## config.mk

```make
export PLATFORM = sky130hd
export DESIGN_NAME = bit_serial_add_ctrl_flat
export DESIGN_NICKNAME = d
export VERILOG_FILES = /design/src/rtl/bit_serial_add_ctrl_pkg.sv /design/src/rtl/bit_serial_add_ctrl_if.sv /design/src/rtl/bit_serial_add_ctrl_fa.sv /design/src/rtl/bit_serial_add_ctrl.sv /design/src/flat_wrapper.sv
export SDC_FILE = /design/constraint.sdc
export NUM_CORES = 1
export LEC_CHECK = 0
export ABC_AREA = 0
export ABC_CLOCK_PERIOD_IN_PS = 3500
export CAP_MARGIN = 5
export CORE_UTILIZATION = 42
export DETAILED_ROUTE_END_ITERATION = 12
export PLACE_DENSITY = 0.68
export SKIP_CTS_REPAIR_TIMING = 1
export SLEW_MARGIN = 10
export SYNTH_ARGS = -nofsm -noshare
export SYNTH_HDL_FRONTEND = slang
export SYNTH_SLANG_ARGS = --single-unit
```

## constraint.sdc

```tcl
create_clock -name clk -period 3.5 [get_ports clk]
set_input_delay 0.525 -clock clk [delete_from_list [all_inputs] [get_ports clk]]
set_output_delay 0.525 -clock clk [all_outputs]
set_load 0.01 [all_outputs]
```

## src/rtl/bit_serial_add_ctrl_pkg.sv

```systemverilog
// Shared definitions for the bit-serial adder controller: FSM state type
// and the default operand width.
package bit_serial_add_ctrl_pkg;

  localparam int unsigned BSA_WIDTH_DEF = 8;

  typedef enum logic [1:0] {
    ST_IDLE  = 2'd0,
    ST_SHIFT = 2'd1,
    ST_DONE  = 2'd2
  } bsa_state_e;

endpackage

```

## src/rtl/bit_serial_add_ctrl_if.sv

```systemverilog
// Request/result bundle of the bit-serial adder. The master issues requests
// and the slave, which is the adder itself, returns results.
interface bit_serial_add_ctrl_if #(
  parameter int unsigned WIDTH = bit_serial_add_ctrl_pkg::BSA_WIDTH_DEF
);

  logic             start;
  logic [WIDTH-1:0] aa;
  logic [WIDTH-1:0] bb;
  logic             cin;
  logic             busy;
  logic             done;
  logic [WIDTH-1:0] ss;
  logic             cc;
  logic             ov;

  modport master (
    output start, aa, bb, cin,
    input  busy, done, ss, cc, ov
  );

  modport slave (
    input  start, aa, bb, cin,
    output busy, done, ss, cc, ov
  );

endinterface

```

## src/rtl/bit_serial_add_ctrl_fa.sv

```systemverilog
// Structural one-bit full adder FA_st. It serves as the bit slice of the
// serial adder.
module FA_st (
  input  logic a,
  input  logic b,
  input  logic ci,
  output logic s,
  output logic co
);

  logic axb;
  logic gen;
  logic prp;

  xor u_x1 (axb, a, b);
  xor u_x2 (s, axb, ci);
  and u_a1 (gen, a, b);
  and u_a2 (prp, axb, ci);
  or  u_o1 (co, gen, prp);

endmodule

```

## src/rtl/bit_serial_add_ctrl.sv

```systemverilog
// Bit-serial adder controller. It adds two WIDTH-bit operands LSB-first
// through a single full-adder slice, one bit per cycle.
module bit_serial_add_ctrl
  import bit_serial_add_ctrl_pkg::*;
#(
  parameter int unsigned WIDTH = BSA_WIDTH_DEF
) (
  input  logic                clk,
  input  logic                rst,
  bit_serial_add_ctrl_if.slave bus
);

  localparam int unsigned    CW       = $clog2(WIDTH);
  localparam logic [CW-1:0]  CNT_LAST = CW'(WIDTH - 1);

  bsa_state_e       state_q;
  logic [WIDTH-1:0] a_sr_q;
  logic [WIDTH-1:0] b_sr_q;
  logic [WIDTH-1:0] s_sr_q;
  logic [WIDTH-1:0] s_sr_d;
  logic [WIDTH-1:0] ss_q;
  logic [CW-1:0]    cnt_q;
  logic             c_q;
  logic             busy_q;
  logic             done_q;
  logic             cc_q;
  logic             ov_q;
  logic             slice_s;
  logic             slice_co;

  FA_st u_fa (
    .a  (a_sr_q[0]),
    .b  (b_sr_q[0]),
    .ci (c_q),
    .s  (slice_s),
    .co (slice_co)
  );

  always_comb begin
    s_sr_d = {slice_s, s_sr_q[WIDTH-1:1]};
  end

  always_ff @(posedge clk) begin
    if (rst) begin
      state_q <= ST_IDLE;
      a_sr_q  <= '0;
      b_sr_q  <= '0;
      s_sr_q  <= '0;
      ss_q    <= '0;
      cnt_q   <= '0;
      c_q     <= 1'b0;
      busy_q  <= 1'b0;
      done_q  <= 1'b0;
      cc_q    <= 1'b0;
      ov_q    <= 1'b0;
    end else begin
      case (state_q)
        ST_IDLE: begin
          if (bus.start) begin
            a_sr_q  <= bus.aa;
            b_sr_q  <= bus.bb;
            s_sr_q  <= '0;
            c_q     <= bus.cin;
            cnt_q   <= '0;
            busy_q  <= 1'b1;
            state_q <= ST_SHIFT;
          end
        end
        ST_SHIFT: begin
          a_sr_q <= a_sr_q >> 1;
          b_sr_q <= b_sr_q >> 1;
          s_sr_q <= s_sr_d;
          c_q    <= slice_co;
          if (cnt_q == CNT_LAST) begin
            // The carry into the MSB is c_q on this edge, so the result is
            // loaded directly and no separate MSB-carry register is kept.
            ss_q    <= s_sr_d;
            cc_q    <= slice_co;
            ov_q    <= c_q ^ slice_co;
            done_q  <= 1'b1;
            cnt_q   <= '0;
            state_q <= ST_DONE;
          end else begin
            cnt_q <= cnt_q + CW'(1);
          end
        end
        ST_DONE: begin
          done_q  <= 1'b0;
          busy_q  <= 1'b0;
          state_q <= ST_IDLE;
        end
        default: begin
          done_q  <= 1'b0;
          busy_q  <= 1'b0;
          state_q <= ST_IDLE;
        end
      endcase
    end
  end

  assign bus.busy = busy_q;
  assign bus.done = done_q;
  assign bus.ss   = ss_q;
  assign bus.cc   = cc_q;
  assign bus.ov   = ov_q;

endmodule

```

## src/flat_wrapper.sv

```systemverilog
// flat-port wrapper written by rule: the top's interface ports become plain ports
module bit_serial_add_ctrl_flat import bit_serial_add_ctrl_pkg::*;
#(
  parameter int unsigned WIDTH = BSA_WIDTH_DEF
)
  (clk, rst, bus_start, bus_aa, bus_bb, bus_cin, bus_busy, bus_done, bus_ss, bus_cc, bus_ov);
  bit_serial_add_ctrl_if #(.WIDTH(WIDTH)) bus_i ();
  input  logic clk;
  input  logic rst;
  input wire logic [$bits(bus_i.start)-1:0] bus_start;
  input wire logic [$bits(bus_i.aa)-1:0] bus_aa;
  input wire logic [$bits(bus_i.bb)-1:0] bus_bb;
  input wire logic [$bits(bus_i.cin)-1:0] bus_cin;
  output wire logic [$bits(bus_i.busy)-1:0] bus_busy;
  output wire logic [$bits(bus_i.done)-1:0] bus_done;
  output wire logic [$bits(bus_i.ss)-1:0] bus_ss;
  output wire logic [$bits(bus_i.cc)-1:0] bus_cc;
  output wire logic [$bits(bus_i.ov)-1:0] bus_ov;
  assign bus_i.start = bus_start;
  assign bus_i.aa = bus_aa;
  assign bus_i.bb = bus_bb;
  assign bus_i.cin = bus_cin;
  assign bus_busy = bus_i.busy;
  assign bus_done = bus_i.done;
  assign bus_ss = bus_i.ss;
  assign bus_cc = bus_i.cc;
  assign bus_ov = bus_i.ov;
  bit_serial_add_ctrl #(.WIDTH(WIDTH)) u_core (.clk(clk), .rst(rst), .bus(bus_i));
endmodule
```

Word-level counts from Yosys, hierarchy flattened

Cells that the tools add are included.

Add/sub/neg operators: 1
Equality and inequality tests: 4
Mux-type cells: 18
Bitwise operators: 8
Reductions and logical operators: 7

Operator list:

| kind                | number |
|---|---|
| $pmux 8 s2          | 3 |
| $mux 8              | 3 |
| $reduce_and 2->1    | 5 |
| $mux 3              | 2 |
| $pmux 1 s2          | 3 |
| $pmux 3 s2          | 1 |
| $mux 2              | 2 |
| $pmux 2 s2          | 1 |
| $add 3x1->3 const B | 1 |
| $eq 3x3->1 const B  | 1 |
| $mux 1              | 3 |
| $xor 1x1->1         | 3 |
| $and 1x1->1         | 2 |
| $eq 2x1->1 const B  | 1 |
| $logic_not 2->1     | 1 |
| $ne 2x1->1 const B  | 1 |
| $ne 2x2->1 const B  | 1 |
| $not 1->1           | 2 |
| $reduce_bool 2->1   | 1 |
| $or 1x1->1          | 1 |

Flip-flop bits (word level): 42
Input bits: 20
Logic and storage cells: 49

Longest topological paths before layout

Depth in word-level cells: 4
Mapped depth: 6
Gate-level depth less buffers: 5

Hierarchy

Synthesis repeated with hierarchy kept, for this count alone.

Cells, all modules: 175
Area, all modules: 1646.6 sq um

By module, submodules not included:

| module              | times used | cells each | area an instance (sq um) | seq. area each (sq um) |
|---|---|---|---|---|
| bit_serial_add_ctrl | 1          | 174        | 1626.6                   | 820.8 |
| FA_st               | 1          | 1          | 20.0                     | 0.0 |

Least setup slack after synthesis

No wires, ideal clock.

Path type: register to register
From: reg u_core.cnt_q[0]
To: reg u_core.ov_q (netlist: u_core.bus.ov)
Setup time: 86 ps
Arrival time: 1204 ps
Data required time: 3414 ps
Setup slack: 2210 ps
Stages on the path, launching flop included: 6
Buffers on the path: 1
Path through: dfxtp_1 > ha_1 > ha_1 > and3b_1 > buf_2 > a211oi_1

Cells in the longest elaborated chain, start to end: 2

RTL lines:

| what                       | line                      | RTL |
|---|---|---|
| from (decl)                | bit_serial_add_ctrl.sv:22 | `logic [CW-1:0] cnt_q;` |
| from (signal assigned)     | bit_serial_add_ctrl.sv:84 | `cnt_q <= cnt_q + CW'(1);` |
| $eq 3x3->1                 | bit_serial_add_ctrl.sv:74 | `if (cnt_q == CNT_LAST) begin` |
| $reduce_and 2->1 (no line) | --                        |  |
| to (signal assigned)       | bit_serial_add_ctrl.sv:79 | `ov_q <= c_q ^ slice_co;` |
| to (decl)                  | bit_serial_add_ctrl.sv:27 | `logic ov_q;` |

Every way passes these cells.
A chain may end at the register's enable or synchronous reset.

Worst setup path after layout

From: in rst
To: reg u_core.s_sr_q[7]

RTL lines:

| what                 | line                      | RTL |
|---|---|---|
| from (decl)          | flat_wrapper.sv:9         | `input logic rst;` |
| to (signal assigned) | bit_serial_add_ctrl.sv:72 | `s_sr_q <= s_sr_d;` |
| to (decl)            | bit_serial_add_ctrl.sv:19 | `logic [WIDTH-1:0] s_sr_q;` |

No word-level cell between the ends.

==> results.txt <==
Status = complete, no violations
Synth top area share = 48.9%
Layout cells sized above 1 = 12.6%
Filler cells = 345
Initial DRC Count = 63
WL/cell = 13.2 um
Critical path class = in -> reg
Main synth FF type = dfxtp_1
CP bufs+invs = 2
Worst Reg-to-Reg Cells = 3
CP max stage cell = clkdlybuf4s50_1
Maxcap violations = 0
FF-to-FF End = u_core.a_sr_q[0]
Root Buffer = clkbuf_8
Syn_area_per_cell = 9.65 sq um
Global route overflow = 0
Critical path launch point type = input pin
Routed vias = 1280
Worst slack, placed = 1.20 ns
CTS tree = yes
DIE HEIGHT = 65.2 um
Largest net degree at the start of global routing = 26
Rows = 22
CP required = 3.68 ns
Die ar. = 0.00425 sq mm
Fin. max-slew vios = 0
Worst Slack Setup Final = 1.53 ns
Sequential element share of the synthesized area = 48.9%
Port-buffer cells = 31
Critical Path AT = 2.15 ns
Power per cell area = 470 mW/mm^2
Relative slew slack = 28.5%
Post-Syn Area = 0.00168 sq mm
Worst skew pair latency = 0.29 ns
CP Cell Sequence = clkdlybuf4s50_1, buf_4, nor2_1
Max VDD drop = 0.000262 V
First-pass GRT wire length = 5.42 mm
Fmax = 508 MHz
Initial antenna violation count = 0
Number of flops mapped to enable cells by yosys = 0
Synth-to-layout area growth = 22.5%
CP top delay family = buffers and inverters
Largest cells by area after synthesis = dfxtp_1 49%, o221a_1 6.7%, a22oi_1 5.4%
Inst Count DP = 240
Synth unique cells = 27
RD Place Congestion = 0.730
CTS HTree Levels = 2
I/O pins = 32
Synth Register Bits = 41
Clock slew seen by the registers of the worst setup and hold paths = 0.07 ns
Post-synth top cells = 41 x dfxtp_1, 19 x nand2_1, 17 x nor2_1, 16 x a21oi_1, 16 x inv_1
HP Class = reg -> reg
Core area = 0.00374 sq mm
Skew final = 0.00675 ns
Hold Crit Endpoint = u_core.bus.ss[7]
Final period util = 56.3%
DRC Markers = 0
Clock buffer depth = 2
Starting Density = 44.9%
Ys Warns = 0
Gr usage total = 16.8%
Die X = 65.2 um
Crit-path max cell delay = 1.18 ns
TritonCTS buffer count = 5
Area leader, netlist = dfxtp_1
Final number of setup-violating endpoints = 0
Cell with the most instances after synthesis = dfxtp_1
Crit-path max FO = 25
Vias in the first global route = 1212
CTS Sinks = 41
Number of hold violations in the final report = 0
Total Wirelength = 3.27 mm
Tmin final = 1.97 ns
Final #Nets = 222
Routed vias/inst = 5.18
Detailed placer's ending HPWL = 2.27 mm
Setup TNS = 0 ns
Reg2reg setup slack = 1.91 ns
Worst-margin pin slew = 1.07 ns
Hold path cells = 2
Drt pass-1 iters = 4
Synth Instances = 174
Crit. End Element = flop
Routed Antenna Nets = 0
Fin area = 0.00206 sq mm
Layout Cells excl Fill = 247
Leak Pwr = 0.000738 uW
Placed cell area = 0.00195 sq mm
Hold Path Origin = u_core.bus.ss[7]
Crit Reg-Reg Startpoint = u_core.state_q[0]
Net Count, Synth = 197
Antenna diode count = 0
RSZ-0062 raised after global routing = false
Async set or reset register ratio after synthesis = 0%
## layout make-up
| type | count | area (sq um) | area share (%) |
|---|---|---|---|
| sequential | 41 | 821 | 39.9 |
| clock inverter | 2 | 35.0 | 1.70 |
| timing repair buffer | 32 | 318 | 15.5 |
| clock buffer | 5 | 68.8 | 3.35 |
| multi-input combinational | 103 | 694 | 33.8 |
| inverter | 16 | 60.1 | 2.92 |
| tap | 48 | 60.1 | 2.92 |
## sequential cells by signal, indices dropped and copies added (netlist names)
register and count:
u_core.state_q 2, u_core.bus.cc 1, u_core.b_sr_q 8, u_core.c_q 1, u_core.bus.busy 1, u_core.cnt_q 3
u_core.a_sr_q 8, u_core.s_sr_q 7, u_core.bus.ss 8, u_core.bus.done 1, u_core.bus.ov 1
## power breakdown
group	internal, uW	total, uW	leakage, uW	switching [uW]
sequential	487	502	0.000335	14.5
clock	207	361	0.0000540	154
combinational	53.7	103	0.000349	49.5
total	748	966	0.000738	218
## cells in the final DEF, fill, tap and decap left out, types with 2 or more instances in the layout
cell	netlist	layout
a22oi_1	12	12
o221a_2	5	5
inv_1	16	16
nand2_1	19	19
clkbuf_8	0	5
clkdlybuf4s50_1	0	31
a21oi_1	16	16
o221a_1	10	10
a21oi_2	10	10
dfxtp_1	41	41
nor2_1	17	17
ha_1	2	2
## worst max-delay path by stage
stage                    start                end  slack (ns)  cells after the start
2_1_floorplan  u_core.cnt_q[0]      u_core.bus.ov        2.21                      5
6_report                   rst   u_core.s_sr_q[7]        1.53                      3
3_3_place_gp               rst  u_core.state_q[1]        1.25                      3
5_1_grt                    rst   u_core.s_sr_q[5]        1.47                      3
4_1_cts                    rst  u_core.state_q[1]        1.53                      3
3_5_place_dp               rst  u_core.state_q[1]        1.20                      3
## stage by stage
| stage | utilization [%] | hold slack (ns) | total power (uW) |
|---|---|---|---|
| after floorplan | - | 0.432 | 584 |
| after global placement | 52.2 | 0.447 | 612 |
| after detailed placement | 52.2 | 0.446 | 615 |
| after CTS | 54.9 | 0.456 | 978 |
| after global routing | 54.9 | 0.471 | 1010 |
| final | 54.9 | 0.455 | 966 |
## worst register-to-register path, cell delays in order, from the launching register on
cell and delay, ns:
dfxtp_1 0.48, nor2b_4 0.67, a21oi_1 0.16, o221a_2 0.17
## cell families (layout without fill, tap and decap cells)
group / after synthesis / in the layout / share of synthesized area, %
xor+xnor: 1 / 1 / 0.522
flops: 41 / 41 / 48.9
simple gates: 43 / 43 / 11.3
compound gates: 56 / 56 / 26.8
fa+ha+maj: 3 / 3 / 2.68
buf+inv: 30 / 55 / 9.76
## per-layer routing
layer	up-vias	part of all wire [%]	GRT usage, %
li1	649	-	-
met3	5	3.7	4.34
met4	0	1.3	7.34
met5	-	0	0
met1	606	48	21.3
met2	20	47	26.8
(Power assumes the default switching activity.)
